`src/rtl/pipe_ctrl_pkg.sv`:
```
// rtl/pipe_ctrl_pkg.sv - shared encodings, FSM states and constants for the pipeline flow controller
package pipe_ctrl_pkg;

    // Instruction types as carried down the pipe; I_LOAD is the only one the stall logic cares about
    typedef enum logic [2:0] {
        I_LOAD  = 3'b000,
        I_LOGIC = 3'b001,
        I_JUMP  = 3'b010,
        R_TYPE  = 3'b011,
        S_TYPE  = 3'b100,
        B_TYPE  = 3'b101,
        J_TYPE  = 3'b110,
        U_TYPE  = 3'b111
    } instr_type_e;

    typedef enum logic {
        ST_RUN      = 1'b0,
        ST_REDIRECT = 1'b1
    } flow_state_e;

    // addi x0, x0, 0 - what IF/ID holds after a flush
    localparam logic [31:0] NOP_WORD = 32'h0000_0013;

    // Bubble counter width covers REDIRECT_BUBBLES up to 7
    localparam int BUBBLE_CNT_W = 3;

    function automatic logic is_load(input logic [2:0] itype);
        return itype == I_LOAD;
    endfunction

endpackage

```
`src/rtl/pipe_flow_ctrl_if.sv`:
```
// rtl/pipe_flow_ctrl_if.sv - hazard inputs and stage-control outputs of the pipeline flow controller
interface pipe_flow_ctrl_if #(
    parameter int XLEN = 32
);
    logic            ex_redirect;
    logic [XLEN-1:0] ex_target;
    logic [2:0]      id_ex_type;
    logic [4:0]      id_ex_rd;
    logic [4:0]      if_id_rs1;
    logic [4:0]      if_id_rs2;
    logic            id_use_rs1;
    logic            id_use_rs2;
    logic            imem_rsp_valid;

    logic            pc_en;
    logic            pc_sel;
    logic [XLEN-1:0] pc_target;
    logic            if_id_en;
    logic            if_id_flush;
    logic            id_ex_en;
    logic            id_ex_flush;

    // Core datapath side: presents hazard conditions, consumes stage controls
    modport master (
        output ex_redirect, ex_target, id_ex_type, id_ex_rd, if_id_rs1, if_id_rs2,
               id_use_rs1, id_use_rs2, imem_rsp_valid,
        input  pc_en, pc_sel, pc_target, if_id_en, if_id_flush, id_ex_en, id_ex_flush
    );

    // Flow controller side
    modport slave (
        input  ex_redirect, ex_target, id_ex_type, id_ex_rd, if_id_rs1, if_id_rs2,
               id_use_rs1, id_use_rs2, imem_rsp_valid,
        output pc_en, pc_sel, pc_target, if_id_en, if_id_flush, id_ex_en, id_ex_flush
    );
endinterface

```
`src/rtl/load_use_detect.sv`:
```
// rtl/load_use_detect.sv - combinational load-use hazard compare between EX and ID
module load_use_detect
    import pipe_ctrl_pkg::*;
(
    input  logic [2:0] ex_type,
    input  logic [4:0] ex_rd,
    input  logic [4:0] rs1,
    input  logic [4:0] rs2,
    input  logic       use_rs1,
    input  logic       use_rs2,
    output logic       hazard
);

    logic hit_rs1;
    logic hit_rs2;

    // x0 is never written, so a load to x0 cannot create a dependency
    assign hit_rs1 = use_rs1 && (rs1 == ex_rd);
    assign hit_rs2 = use_rs2 && (rs2 == ex_rd);
    assign hazard  = is_load(ex_type) && (ex_rd != 5'd0) && (hit_rs1 || hit_rs2);

endmodule

```
`src/rtl/pipe_flow_ctrl.sv`:
```
// rtl/pipe_flow_ctrl.sv - RV32 pipeline sequencer: PC select, stage enables, flushes; PIPE_PERF_CNT_EN adds event counters
module pipe_flow_ctrl
    import pipe_ctrl_pkg::*;
#(
    parameter int REDIRECT_BUBBLES = 1,
    parameter int XLEN             = 32
) (
    input  logic        clk,
    input  logic        rst_n,
    pipe_flow_ctrl_if.slave bus
`ifdef PIPE_PERF_CNT_EN
    ,
    output logic [31:0] perf_redirect_cnt,
    output logic [31:0] perf_loaduse_cnt,
    output logic [31:0] perf_fetchstall_cnt
`endif
);

    localparam logic [BUBBLE_CNT_W-1:0] BUBBLES = BUBBLE_CNT_W'(REDIRECT_BUBBLES);

    flow_state_e             state;
    logic [BUBBLE_CNT_W-1:0] bubble_cnt;
    logic [XLEN-1:0]         target_q;
    logic                    load_use;
    logic                    fetch_ok;
    logic                    take_redirect;

    load_use_detect u_load_use_detect (
        .ex_type (bus.id_ex_type),
        .ex_rd   (bus.id_ex_rd),
        .rs1     (bus.if_id_rs1),
        .rs2     (bus.if_id_rs2),
        .use_rs1 (bus.id_use_rs1),
        .use_rs2 (bus.id_use_rs2),
        .hazard  (load_use)
    );

    // A missing fetch response freezes the whole front end, including the redirect decision
    assign fetch_ok      = bus.imem_rsp_valid;
    assign take_redirect = fetch_ok && (state == ST_RUN) && bus.ex_redirect;

    // Sequencer: capture the redirect target and count off the squash window
    always_ff @(posedge clk or negedge rst_n) begin
        if (!rst_n) begin
            state      <= ST_RUN;
            bubble_cnt <= '0;
            target_q   <= '0;
        end else if (fetch_ok) begin
            case (state)
                ST_RUN: begin
                    if (bus.ex_redirect) begin
                        target_q   <= bus.ex_target;
                        bubble_cnt <= BUBBLES;
                        state      <= ST_REDIRECT;
                    end
                end
                ST_REDIRECT: begin
                    bubble_cnt <= bubble_cnt - 1'b1;
                    if (bubble_cnt == BUBBLE_CNT_W'(1)) begin
                        state <= ST_RUN;
                    end
                end
                default: begin
                    state <= ST_RUN;
                end
            endcase
        end
    end

    // Stage controls: reset forces the free-running values, then stall > redirect > load-use
    always_comb begin
        bus.pc_en       = 1'b1;
        bus.pc_sel      = 1'b0;
        bus.if_id_en    = 1'b1;
        bus.if_id_flush = 1'b0;
        bus.id_ex_en    = 1'b1;
        bus.id_ex_flush = 1'b0;
        if (!rst_n) begin
            bus.pc_en = 1'b1;
        end else if (!fetch_ok) begin
            bus.pc_en    = 1'b0;
            bus.if_id_en = 1'b0;
            bus.id_ex_en = 1'b0;
        end else if (state == ST_REDIRECT) begin
            // The first squash cycle is the one that loads the target into the PC
            bus.if_id_flush = 1'b1;
            bus.pc_sel      = (bubble_cnt == BUBBLES);
        end else if (bus.ex_redirect) begin
            bus.if_id_flush = 1'b1;
            bus.id_ex_flush = 1'b1;
        end else if (load_use) begin
            bus.pc_en       = 1'b0;
            bus.if_id_en    = 1'b0;
            bus.id_ex_flush = 1'b1;
        end
    end

    assign bus.pc_target = target_q;

`ifdef PIPE_PERF_CNT_EN
    logic loaduse_event;

    assign loaduse_event = fetch_ok && (state == ST_RUN) && !bus.ex_redirect && load_use;

    // Free-running event counters, wrap naturally at 2^32
    always_ff @(posedge clk or negedge rst_n) begin
        if (!rst_n) begin
            perf_redirect_cnt   <= '0;
            perf_loaduse_cnt    <= '0;
            perf_fetchstall_cnt <= '0;
        end else begin
            if (take_redirect) perf_redirect_cnt   <= perf_redirect_cnt + 32'd1;
            if (loaduse_event) perf_loaduse_cnt    <= perf_loaduse_cnt + 32'd1;
            if (!fetch_ok)     perf_fetchstall_cnt <= perf_fetchstall_cnt + 32'd1;
        end
    end
`else
    logic unused_redirect;
    assign unused_redirect = take_redirect;
`endif

endmodule
```
`src/flat_wrapper.sv`:
```
// flat-port wrapper written by rule: the top's interface ports become plain ports
module pipe_flow_ctrl_flat import pipe_ctrl_pkg::*;
#(
    parameter int REDIRECT_BUBBLES = 1,
    parameter int XLEN             = 32
)
  (clk, rst_n, bus_ex_redirect, bus_ex_target, bus_id_ex_type, bus_id_ex_rd, bus_if_id_rs1, bus_if_id_rs2, bus_id_use_rs1, bus_id_use_rs2, bus_imem_rsp_valid, bus_pc_en, bus_pc_sel, bus_pc_target, bus_if_id_en, bus_if_id_flush, bus_id_ex_en, bus_id_ex_flush);
  pipe_flow_ctrl_if #(.XLEN(XLEN)) bus_i ();
  input  logic clk;
  input  logic rst_n;
  input wire logic [$bits(bus_i.ex_redirect)-1:0] bus_ex_redirect;
  input wire logic [$bits(bus_i.ex_target)-1:0] bus_ex_target;
  input wire logic [$bits(bus_i.id_ex_type)-1:0] bus_id_ex_type;
  input wire logic [$bits(bus_i.id_ex_rd)-1:0] bus_id_ex_rd;
  input wire logic [$bits(bus_i.if_id_rs1)-1:0] bus_if_id_rs1;
  input wire logic [$bits(bus_i.if_id_rs2)-1:0] bus_if_id_rs2;
  input wire logic [$bits(bus_i.id_use_rs1)-1:0] bus_id_use_rs1;
  input wire logic [$bits(bus_i.id_use_rs2)-1:0] bus_id_use_rs2;
  input wire logic [$bits(bus_i.imem_rsp_valid)-1:0] bus_imem_rsp_valid;
  output wire logic [$bits(bus_i.pc_en)-1:0] bus_pc_en;
  output wire logic [$bits(bus_i.pc_sel)-1:0] bus_pc_sel;
  output wire logic [$bits(bus_i.pc_target)-1:0] bus_pc_target;
  output wire logic [$bits(bus_i.if_id_en)-1:0] bus_if_id_en;
  output wire logic [$bits(bus_i.if_id_flush)-1:0] bus_if_id_flush;
  output wire logic [$bits(bus_i.id_ex_en)-1:0] bus_id_ex_en;
  output wire logic [$bits(bus_i.id_ex_flush)-1:0] bus_id_ex_flush;
  assign bus_i.ex_redirect = bus_ex_redirect;
  assign bus_i.ex_target = bus_ex_target;
  assign bus_i.id_ex_type = bus_id_ex_type;
  assign bus_i.id_ex_rd = bus_id_ex_rd;
  assign bus_i.if_id_rs1 = bus_if_id_rs1;
  assign bus_i.if_id_rs2 = bus_if_id_rs2;
  assign bus_i.id_use_rs1 = bus_id_use_rs1;
  assign bus_i.id_use_rs2 = bus_id_use_rs2;
  assign bus_i.imem_rsp_valid = bus_imem_rsp_valid;
  assign bus_pc_en = bus_i.pc_en;
  assign bus_pc_sel = bus_i.pc_sel;
  assign bus_pc_target = bus_i.pc_target;
  assign bus_if_id_en = bus_i.if_id_en;
  assign bus_if_id_flush = bus_i.if_id_flush;
  assign bus_id_ex_en = bus_i.id_ex_en;
  assign bus_id_ex_flush = bus_i.id_ex_flush;
  pipe_flow_ctrl #(.REDIRECT_BUBBLES(REDIRECT_BUBBLES), .XLEN(XLEN)) u_core (.clk(clk), .rst_n(rst_n), .bus(bus_i));
endmodule
```
`config.mk`:
```
export PLATFORM = sky130hd
export DESIGN_NAME = pipe_flow_ctrl_flat
export DESIGN_NICKNAME = d
export VERILOG_FILES = /design/src/rtl/pipe_ctrl_pkg.sv /design/src/rtl/pipe_flow_ctrl_if.sv /design/src/rtl/load_use_detect.sv /design/src/rtl/pipe_flow_ctrl.sv /design/src/flat_wrapper.sv
export SDC_FILE = /design/constraint.sdc
export NUM_CORES = 1
export LEC_CHECK = 0
export ABC_AREA = 1
export CORE_ASPECT_RATIO = 0.6
export CORE_MARGIN = 2
export CORE_UTILIZATION = 30
export CTS_CLUSTER_SIZE = 24
export DETAILED_ROUTE_END_ITERATION = 10
export GPL_ROUTABILITY_DRIVEN = 0
export GPL_TIMING_DRIVEN = 0
export PLACE_DENSITY = 0.65
export SYNTH_ARGS = -nofsm -noshare
export SYNTH_HDL_FRONTEND = slang
export SYNTH_SLANG_ARGS = --single-unit
```
`constraint.sdc`:
```
create_clock -name clk -period 3.4 [get_ports clk]
set_clock_uncertainty 0.1 [all_clocks]
set_input_delay 0.68 -clock clk [delete_from_list [all_inputs] [get_ports clk]]
set_output_delay 0.68 -clock clk [all_outputs]
set_load 0.005 [all_outputs]
```
After elaboration in Yosys (flattened, before gate mapping)
Cells that the tools add are included.
{"block": "op_classes", "eq_ne": 4, "n_bitwise": 1, "n_reduce_logical": 9, "mux": 23, "n_addsub": 1}
{"operator": "1-bit 2-to-1 mux", "n": 20}
{"operator": "5-bit equality test", "n": 2}
{"operator": "3-bit one-hot mux with 2 select lines", "n": 1}
{"operator": "5-bit nonzero test", "n": 1}
{"operator": "1-bit logical AND", "n": 4}
{"operator": "3-bit by 1-bit equality test with 1-bit output, second input constant", "n": 1}
{"operator": "3-bit logical NOT", "n": 1}
{"operator": "3-bit 2-to-1 mux", "n": 1}
{"operator": "3-bit AND reduction", "n": 1}
{"operator": "3-bit by 1-bit subtractor with 3-bit output, second input constant", "n": 1}
{"operator": "2-bit != test, second input constant", "n": 1}
{"operator": "1-bit one-hot mux with 2 select lines", "n": 1}
{"operator": "2-bit AND reduction", "n": 1}
{"operator": "1-bit logical OR", "n": 1}
{"operator": "1-bit inverter", "n": 1}
{"block": "word_totals", "output_inout_bits": 38, "wordCells": 41, "in_bits": 56, "reg_bits": 36}

Depth between registers and ports, before layout
Gate-level depths: netlist (run 1).
{"block": "depth", "depth_word": 9, "ltp_mapped": 10, "ltp_nobuf": 9}

Cells and area by module
Synthesis (run 1) repeated with hierarchy kept, for this count alone.
{"block": "hier_totals", "cells_unflattened": 227, "area_unflattened_um2": 1886.8}
{"mod": "pipe_flow_ctrl", "cells_per_inst": 170, "instances": 1, "area_each_um2": 1665.3}
{"mod": "load_use_detect", "cells_per_inst": 57, "instances": 1, "area_each_um2": 221.5}

Worst setup path after synthesis (run 1)
No wires, ideal clock.
{"block": "synth_path", "path_type": "in2out", "start": "input port bus_id_ex_rd[2]", "end": "output port bus_pc_en", "t_arrival_ns": 1.323, "stages": 8, "t_required_ns": 2.620, "path_buffers": 1, "path_slack_ns": 1.297, "path_cell_list": "inv_1 nand4_1 o21ai_0 inv_1 nand2_1 nand2_1 nand2_1 buf_4"}
{"block": "synth_between", "elab_chain_len": 9, "elab_cells_between_ends": 13, "cone_classes": "2 x eq/ne; 5 x mux; 6 x reduce/logical"}
{"element": "from (decl)", "line_no": "flat_wrapper.sv:14", "source": "input wire logic [$bits(bus_i.id_ex_rd)-1:0] bus_id_ex_rd;"}
{"element": "5-bit equality test (on tied branches)", "line_no": "load_use_detect.sv:18, load_use_detect.sv:19"}
{"element": "1-bit logical AND (on tied branches)", "line_no": "load_use_detect.sv:18, load_use_detect.sv:19"}
{"element": "1-bit logical OR", "line_no": "load_use_detect.sv:20", "source": "assign hazard = is_load(ex_type) && (ex_rd != 5'd0) && (hit_rs1 || hit_rs2);"}
{"element": "1-bit logical AND *", "line_no": "load_use_detect.sv:20"}
{"element": "1-bit 2-to-1 mux * (5 in series)"}
{"element": "to (decl)", "line_no": "flat_wrapper.sv:20", "source": "output wire logic [$bits(bus_i.pc_en)-1:0] bus_pc_en;"}
Every way passes the cells marked *; elsewhere a longest branch is shown, timed or not.

Worst setup path after layout (run 1)
{"block": "layout_path", "start": "input port bus_id_ex_rd[0]", "end": "output port bus_pc_en"}
{"block": "layout_between", "elab_chain_len": 9, "elab_cells_between_ends": 13, "cone_classes": "2 x eq/ne; 5 x mux; 6 x reduce/logical"}
{"element": "5-bit equality test (on tied branches)", "line_no": "load_use_detect.sv:18, load_use_detect.sv:19"}
{"element": "1-bit logical AND (on tied branches)", "line_no": "load_use_detect.sv:18, load_use_detect.sv:19"}
{"element": "1-bit logical OR", "line_no": "load_use_detect.sv:20"}
{"element": "1-bit logical AND *", "line_no": "load_use_detect.sv:20"}
{"element": "1-bit 2-to-1 mux *", "line_no": "pipe_flow_ctrl.sv:91", "source": "end else if (load_use) begin"}
{"element": "1-bit 2-to-1 mux *", "line_no": "pipe_flow_ctrl.sv:88", "source": "end else if (bus.ex_redirect) begin"}
{"element": "1-bit 2-to-1 mux *", "line_no": "pipe_flow_ctrl.sv:84", "source": "end else if (state == ST_REDIRECT) begin"}
{"element": "1-bit 2-to-1 mux *", "line_no": "pipe_flow_ctrl.sv:80", "source": "end else if (!fetch_ok) begin"}
{"element": "1-bit 2-to-1 mux *", "line_no": "pipe_flow_ctrl.sv:78", "source": "if (!rst_n) begin"}
Marked as above.

==> metrics, run 1 <==
drt total wl=4550 um; Post-Synth Simple-Gate Area=0.351; Port Buffers=93; Mapped Area=1680 um2; clk_lat worst skew=0.28 ns; Ports=94; dominant cell type by area after synthesis=dfrtp_1; Synth Area in XOR/XNOR=0; post-route clock period utilization=0.958; routed via count=1679; Worst slew margin=0.420; Area Growth Syn to Fin=67.8%; postcts setup bufs=0; Gates resized, CTS repair=0; Slew @ Worst Pin=0.870 ns; Critical Path Max Stage Delay=0.50 ns; met3 Usage GRT=0.0649; Slew Viols, Final=0; CP required=2.62 ns; Die W=101 um; drt wl/cell=11.5 um; TritonCTS clock tree=yes; core region area=5490 um2; GR Util met1=0.218; CTS Hold Bufs=0; Critical-path top delay cell=clkdlybuf4s50_1; clk buf depth=2; GR Util All Layers=0.154; vias in the first global route=1484; Final Setup Violations=0; Clk pin slew, worst setup/hold paths=0.07 ns; leakage power=1.45 nW; synth top area cells=dfrtp_1 (54%), nand2_1 (30%), inv_1 (4.5%); dpl hpwl=3500 um; CP startpoint kind=primary input; largest family of logic cells by synthesized area=simple AND/OR/NAND/NOR gates; CTS buffer count=5; Hold WC Path Type=flip-flop to flip-flop; critical path cell sequence=clkdlybuf4s50_1 > inv_1 > nand2_1 > nand2_1 > nor2_1 > nand3_1 > nand2_1 > nand2_1 > nand2_1 > nand2_1 > buf_4 > clkdlybuf4s50_1; Setup CP Type=primary input to output pin; setup TNS=0 ns; syn nets=285; clk sinks=36; initial core utilization=0.306; DRC violations left=0; clock root buffer=clkbuf_8; Compound-Gate Fraction of Synth Area=0.0261; Vias/cell=4.23; pin count of the biggest net entering global routing=40; warnings from Yosys=0; post-synthesis mux area share=0; CP max FO=3; H-Tree Level Count=2; Worst setup EP type=output pin; sequential-to-total area share from yosys stat=0.536; Synth top cells by count=nand2_1 (134), dfrtp_1 (36), inv_1 (20); total of max-cap violations=0; initial antenna violation count=0; Overflow after GRT=0; most frequent cell after synthesis=nand2_1; fin util=0.513; share of cells above drive strength 1=0.0579; drt pass-1 iters=4; Post-synth EDFFs=0; adder-cell share of the synthesized area=0.0149; post-synth top area share=0.536; row cnt=21; critical path arrival=2.48 ns; Peak VDD IR=0.274 mV; PD cells=680 nW/um2; Die H=62.0 um; ANT cells=0; Final Net Count=385; RSZ-0062 raised after global routing=no; flop and latch count out of synthesis=36; most used cell, CP=nand2_1; Post-Synthesis Cells=227; Final min period=3.26 ns; Final ANT Viol Nets=0; Most Used Layer, Global Route=met1; Initial DRC Count=80; syn avg cell area=7.40 um2; die area=6240 um2; GR Util met2=0.210; first-pass GRT wire length=7210 um; fmax=307 MHz; ys flop type=dfrtp_1; Hold Vio Cnt, Final=0; fraction of registers with async set/reset=1.00; Netlist cell types=16; outcome=complete, no violations
cells in the final DEF (no fill, tap or decap):
cell type,netlist,final
nand2_1,134,134
clkdlybuf4s50_1,0,92
dfrtp_1,36,36
inv_1,20,20
nor2_1,12,12
buf_2,6,7
clkbuf_8,0,7
o21ai_0,3,3
a21oi_1,3,3
nand3_1,2,2
nor3_1,2,2
inv_2,2,2
ha_1,2,2
nand4_1,1,1
nor3_4,1,1
o21a_1,1,1
o22ai_1,1,1
buf_4,1,1
bufinv_16,0,1
path summary, 6_finish.rpt:
path                                    startpoint                  endpoint  slack (ns)  cells after the start
setup reg to reg                      u_core.state  u_core.bus.pc_target[30]        1.96                      5
max in group asynchronous                    rst_n  u_core.bus.pc_target[22]        2.24                      1
hold reg to reg            u_core.bus.pc_target[1]   u_core.bus.pc_target[1]        0.37                      2
min in group asynchronous                    rst_n  u_core.bus.pc_target[26]        0.40                      1
hold / removal             u_core.bus.pc_target[1]   u_core.bus.pc_target[1]        0.37                      2
setup / recovery                   bus_id_ex_rd[0]                 bus_pc_en        0.14                     12
layout make-up:
| cell class | count | area, um2 |
|---|---|---|
| Timing Repair Buffer | 93 | 926 |
| Clock buffer | 7 | 96.3 |
| Clock inverter | 1 | 30.0 |
| Inverter | 22 | 82.6 |
| Tap cell | 69 | 86.3 |
| Buffer | 7 | 37.5 |
| Fill cell | 551 | 2670 |
| Sequential cell | 36 | 901 |
| Multi-Input combinational cell | 162 | 659 |
critical path: cells and delay by family:
| kind | cells | cell delay, ns |
|---|---|---|
| and+or+nand+nor | 8 | 0.65 |
| buffers and inverters | 4 | 1.16 |
logic make-up after synthesis:
| family | after synthesis |
|---|---|
| and+or+nand+nor | 152 |
| DFF | 36 |
| buffers and inverters | 29 |
| AOI/OAI and AO/OA | 8 |
| adders and majority gates | 2 |
state kept, by name, indices dropped and copies added (netlist names):
| signal | cells |
|---|---|
| u_core.bubble_cnt | 3 |
| u_core.bus.pc_target | 32 |
| u_core.state | 1 |
metrics by stage:
stage	worst slack [ns]	instance area, um2	hold slack, ns	power [mW]	cells
finish	0.144	2820	0.372	1.92	397
global route	0.00835	2820	0.387	2.08	397
CTS	0.129	2820	0.376	1.95	397
detailed placement	0.137	2690	0.358	1.53	389
global placement	-0.845	2700	0.353	1.52	389
floorplan	1.30	1680	0.284	1.01	227
power breakdown:
group | internal (mW) | total, mW | switching (mW) | leakage, nW
registers | 0.628 | 0.734 | 0.107 | 0.445
logic | 0.473 | 0.774 | 0.301 | 0.936
clock network | 0.259 | 0.408 | 0.149 | 0.0645
metal layers:
layer	up-vias	part of all wire
met2	50	0.39
li1	880	-
met3	7	0.086
met5	-	0
met4	0	0.012
met1	742	0.51
Power figures use the tool's default switching activity.
==> run 2, diff against run 1 <==
- CORE_UTILIZATION: 30 -> 41
- PLACE_DENSITY: 0.65 -> 0.85
==> metrics, run 2 (synthesis results as in run 1) <==
total of max-cap violations=0 (unchanged); R2R cell count=5 (unchanged); share of cells above drive strength 1=0.0550 (-0.00288); Sw Ratio=0.303 (+0.0118); Cells on Worst Hold Path=2 (unchanged); share of power burned in registers=0.402 (+0.019); Die W=86.7 um (-14%); initial antenna violation count=0 (unchanged); most used cell, CP=nand2_1; CP Buf/Inv Count=4 (unchanged); internal power=1.28 mW (-5.7%); Peak VDD IR=0.384 mV (+40%); Critical Path Max Stage Delay=0.54 ns (+0.04 ns); die area=4640 um2 (-26%); commonest non-fill, non-tap cells in the layout=nand2_1 (134), clkdlybuf4s50_1 (92), dfrtp_1 (36), inv_1 (20), nor2_1 (12); Overflow after GRT=0 (unchanged); RSZ-0062 raised after global routing=no; Critical-path top delay cell=clkdlybuf4s50_1; ANT cells=0 (unchanged); Hold Vio Cnt, Final=0 (unchanged); Area Growth Syn to Fin=64.3%; GR Util All Layers=0.205 (+0.0515); Ports=94 (unchanged); most common cell after layout, fill and taps aside=nand2_1; drt total wl=4300 um (-5.3%); fmax=312 MHz (+1.5%); Non-Filler Instances=374 (-5.8%); Final Net Count=385 (unchanged); clk_lat worst skew=0.28 ns (about the same); Slew @ Worst Pin=0.822 ns (-0.0482 ns); Die H=53.6 um (-14%); outcome=complete, no violations; CP max FO=4 (+1); critical path cell sequence=clkdlybuf4s50_1 > inv_1 > nand2_1 > nand2_1 > nor2_1 > nand3_1 > nand2_1 > nand2_1 > nand2_1 > nand2_1 > buf_4 > clkdlybuf4s50_1; worst slack, placed=0.195 ns (+0.0580 ns); CP required=2.62 ns (about the same); Final Setup Violations=0 (unchanged); drt wl/cell=11.5 um (+0.48%); Crit path max-delay family=buffers and inverters; max reg flops=32 (unchanged); fin util=0.725 (+0.212); Vias/cell=4.42 (+4.5%); clk buf depth=2 (unchanged); Slew Viols, Final=0 (unchanged); dpl hpwl=3350 um (-4.4%); clk sinks=36 (unchanged); drt pass-1 iters=5 (+1); Port Buffers=93 (unchanged); clock root buffer=clkbuf_8; Setup CP Type=primary input to output pin; Final Cell Area=2760 um2 (-2.0%); first-pass GRT wire length=7120 um (-1.2%); Psw=556 uW (-0.19%); core region area=3810 um2 (-31%); Final min period=3.21 ns (-0.0480 ns); PD cells=666 nW/um2 (-2.1%); Worst setup EP type=output pin; vias in the first global route=1643 (+11%); Final ANT Viol Nets=0 (unchanged); postcts setup bufs=0 (unchanged); row cnt=17 (-19%); Clk pin slew, worst setup/hold paths=0.07 ns (about the same); Hold WC Path Type=flip-flop to flip-flop; DRC violations left=0 (unchanged); CP startpoint kind=primary input; Gates resized, CTS repair=0 (unchanged); post-route clock period utilization=0.944 (-0.0141); H-Tree Level Count=2 (unchanged); worst setup margin=0.192 ns (+0.0480 ns); routed via count=1653 (-1.5%); Placement Cell Area=2670 um2 (-1.0%); TritonCTS clock tree=yes; Reg2Reg Setup Slack=1.94 ns (-0.02 ns); pin count of the biggest net entering global routing=40 (unchanged); initial core utilization=0.441 (+0.135); placed insts=367 (-5.7%); number of cells on the critical path=12 (unchanged); clock share of power=0.174 (-0.039); critical path arrival=2.43 ns (-0.05 ns); CTS buffer count=5 (unchanged); Initial DRC Count=54 (-33%); Worst slew margin=0.452 (+0.0321); Comb pwr share=0.424 (+0.020); CTS Hold Bufs=0 (unchanged); leakage power=1.43 nW (-0.98%)
run 2: cell count changes in the layout (fill, tap and decap cells not counted):
| cell | previous run | this run |
|---|---|---|
| bufinv_16 | 1 | 0 |
run 2: layout make-up:
| class | count | area, um2 |
|---|---|---|
| Fill cell | 320 | 1050 |
| Buffer | 7 | 37.5 |
| Clock buffer | 7 | 96.3 |
| Inverter | 22 | 82.6 |
| Tap cell | 47 | 58.8 |
| Multi-Input combinational cell | 162 | 659 |
| Sequential cell | 36 | 901 |
| Timing Repair Buffer | 93 | 926 |
run 2: worst paths after layout:
path                                               start                       end
worst min-delay path            u_core.bus.pc_target[26]  u_core.bus.pc_target[26]
worst min register to register  u_core.bus.pc_target[26]  u_core.bus.pc_target[26]
min in group asynchronous                          rst_n   u_core.bus.pc_target[6]
worst max register to register              u_core.state  u_core.bus.pc_target[14]
worst max-delay path                     bus_id_ex_rd[4]                 bus_pc_en
max in group asynchronous                          rst_n      u_core.bubble_cnt[0]
run 2: through the flow:
stage	TNS, ns	hold WS (ns)	power, mW
after detailed placement	0	0.358	1.53
after CTS	0	0.375	1.87
after floorplan	0	0.284	1.01
after global placement	-3.81	0.353	1.50
after global routing	0	0.400	1.99
final	0	0.368	1.84
run 2: worst reg2reg max path, cell delays in order (launching register included):
cell     delay [ns]
dfrtp_1        0.44
nor3_4         0.34
inv_2          0.11
buf_2          0.20
nand2_1        0.10
nand2_1        0.06
run 2: per-layer routing:
metal,share of wire,global-route usage,up-vias
li1,-,-,871
met1,0.47,0.245,730
met2,0.45,0.349,45
met3,0.072,0.0798,7
met4,0.010,0.0677,0
met5,0,0,-
run 2: power groups by stage:
| stage | Combinational (mW) | Clock (mW) | Sequential [mW] |
|---|---|---|---|
| after floorplan | 0.255 | 0 | 0.753 |
| after global placement | 0.768 | 0 | 0.736 |
| after detailed placement | 0.787 | 0 | 0.743 |
| after CTS | 0.795 | 0.331 | 0.741 |
| after global routing | 0.874 | 0.351 | 0.763 |
| final | 0.779 | 0.320 | 0.739 |
==> run 3, diff against run 2 <==
- CORE_UTILIZATION: 41 -> 38
- PLACE_DENSITY: 0.85 -> 0.79
- TNS_END_PERCENT: default -> 30
- clock period: 3.4 -> 3 ns (I/O delays scaled with it)
==> metrics, run 3 (synthesis results as in run 1) <==
Overflow after GRT=0 (unchanged); commonest non-fill, non-tap cells in the layout=nand2_1 (134), clkdlybuf4s50_1 (87), dfrtp_1 (36), inv_1 (18), nor2_1 (11); Slew @ Worst Pin=0.506 ns (-0.316 ns); Die W=89.9 um (+3.7%); PD cells=732 nW/um2 (+10%); Psw=627 uW (+13%); pin count of the biggest net entering global routing=40 (unchanged); Tot Pwr=2.04 mW (+11%); Placement Cell Area=2680 um2 (+0.61%); Comb pwr share=0.430 (+0.006); share of power burned in registers=0.410 (+0.008); CTS buffer count=5 (unchanged); DRC violations left=0 (unchanged); critical path cell sequence=clkdlybuf4s50_1 > inv_1 > nand4_1 > o21ai_0 > inv_1 > nand2_1 > nand2_1 > nand2_1 > buf_4 > clkdlybuf4s50_1; core region area=4170 um2 (+9.4%); drt pass-1 iters=4 (-1); critical path arrival=2.28 ns (-0.15 ns); Hold WC Path Type=primary input to async pin; TritonCTS clock tree=yes; dpl hpwl=3360 um (+0.31%); Setup CP Type=primary input to output pin; total of max-cap violations=0 (unchanged); GR Util All Layers=0.180 (-0.0249); CP startpoint kind=primary input; Port Buffers=93 (unchanged); ANT cells=0 (unchanged); Die H=55.5 um (+3.6%); H-Tree Level Count=2 (unchanged); drt wl/cell=11.0 um (-4.3%); outcome=complete, no violations; Final Setup Violations=0 (unchanged); worst setup margin=0.0231 ns (-0.168 ns); RSZ-0062 raised after global routing=yes; Slew Viols, Final=0 (unchanged); Sw Ratio=0.308 (+0.00560); postcts setup bufs=0 (unchanged); CP Buf/Inv Count=5 (+1); clock root buffer=clkbuf_8; leakage power=1.47 nW (+2.4%); Clk pin slew, worst setup/hold paths=0.07 ns (about the same); Ports=94 (unchanged); initial antenna violation count=0 (unchanged); routed via count=1700 (+2.8%); Final min period=2.98 ns; Critical Path Max Stage Delay=0.48 ns (-0.06 ns); worst slack, placed=-0.0278 ns (-0.223 ns); Vias/cell=4.38 (-0.87%); initial core utilization=0.403 (-0.0380); most used cell, CP=nand2_1; max reg flops=32 (unchanged); fmax=336 MHz; Hold Vio Cnt, Final=0 (unchanged); die area=4990 um2 (+7.4%); Area Growth Syn to Fin=65.4%; Worst slew margin=0.663 (+0.211); Final Cell Area=2780 um2 (+0.63%); most common cell after layout, fill and taps aside=nand2_1; first-pass GRT wire length=7380 um (+3.7%); CP required=2.30 ns (-0.32 ns); post-route clock period utilization=0.992; Final Net Count=385 (unchanged); Worst setup EP type=output pin; share of cells above drive strength 1=0.0671 (+0.0120); Final ANT Viol Nets=0 (unchanged); CTS Hold Bufs=0 (unchanged); hold_ws=0.210 ns (-0.159 ns); Peak VDD IR=0.447 mV (+16%); clk_lat worst skew=0.27 ns (about the same); CP max FO=4 (unchanged); clk buf depth=2 (unchanged); Crit path max-delay family=buffers and inverters; drt total wl=4270 um (-0.77%); clock share of power=0.160 (-0.014); internal power=1.41 mW (+9.9%); row cnt=18 (+1); clk sinks=36 (unchanged); Critical-path top delay cell=clkdlybuf4s50_1; vias in the first global route=1685 (+2.6%); Initial DRC Count=50 (-7.4%)
[run 3: cell count changes in the layout (fill, tap and decap cells not counted), sizes merged]
cell           previous run  this run
clkinv                    0         3
dlymetal6s2s              0         3
clkbuf                    7         6
clkdlybuf4s50            92        87
buf                       8         7
dlygate4sd2               0         2
[run 3: path summary, 6_finish.rpt]
kind | depth (start not counted) | to | start | slack (ns)
setup / recovery | 10 | bus_pc_en | bus_id_ex_rd[2] | 0.02
hold / removal | 1 | u_core.bus.pc_target[10] | rst_n | 0.21
setup reg to reg | 5 | u_core.bus.pc_target[27] | u_core.state | 1.57
hold reg to reg | 2 | u_core.bus.pc_target[0] | u_core.bus.pc_target[0] | 0.37
max in group asynchronous | 1 | u_core.bubble_cnt[0] | rst_n | 2.24
min in group clk | 2 | u_core.bus.pc_target[0] | u_core.bus.pc_target[0] | 0.37
[run 3: per-layer routing]
layer	routed length (um)	up-vias	GRT usage	share of wire
li1	-	879	-	-
met1	2120	778	0.246	0.50
met2	1860	41	0.282	0.44
met3	280	2	0.0655	0.066
met4	8	0	0.0308	0.0019
met5	0	-	0	0
[run 3: worst register-to-register path, stage by stage (launching register included)]
cell	delay [ns]
dfrtp_1	0.44
nor3_4	0.34
inv_2	0.11
buf_2	0.20
nand2_1	0.08
nand2_1	0.05
[run 3: area by class of cell]
class / instances / area [um2]
tap: 60 / 75.1
clock inverter: 3 / 18.8
inverter: 22 / 82.6
sequential: 36 / 901
timing repair buffer: 93 / 933
fill: 365 / 1390
buffer: 7 / 37.5
clock buffer: 5 / 68.8
multi-input combinational: 162 / 662
[run 3: power groups by stage]
stage                     Clock [mW]  Sequential (mW)  Combinational [mW]
after floorplan                    0            0.854               0.289
final                          0.326            0.834               0.876
after detailed placement           0            0.838               0.887
after global placement             0            0.833               0.874
after CTS                      0.340            0.833               0.894
after global routing           0.358            0.865               0.979
[run 3: repair_timing]
item,in CTS,in global routing
setup endpoints to repair,2,4
resized for setup,4,5
hold endpoints to repair,0,0
pin swaps,1,1
[run 3: stage by stage]
stage	util	instances	setup TNS, ns
after global routing	0.667	388	-0.0561
after CTS	0.665	388	0
after detailed placement	0.644	380	-0.0430
final	0.667	388	0
after floorplan	-	227	0
after global placement	0.645	380	-5.54
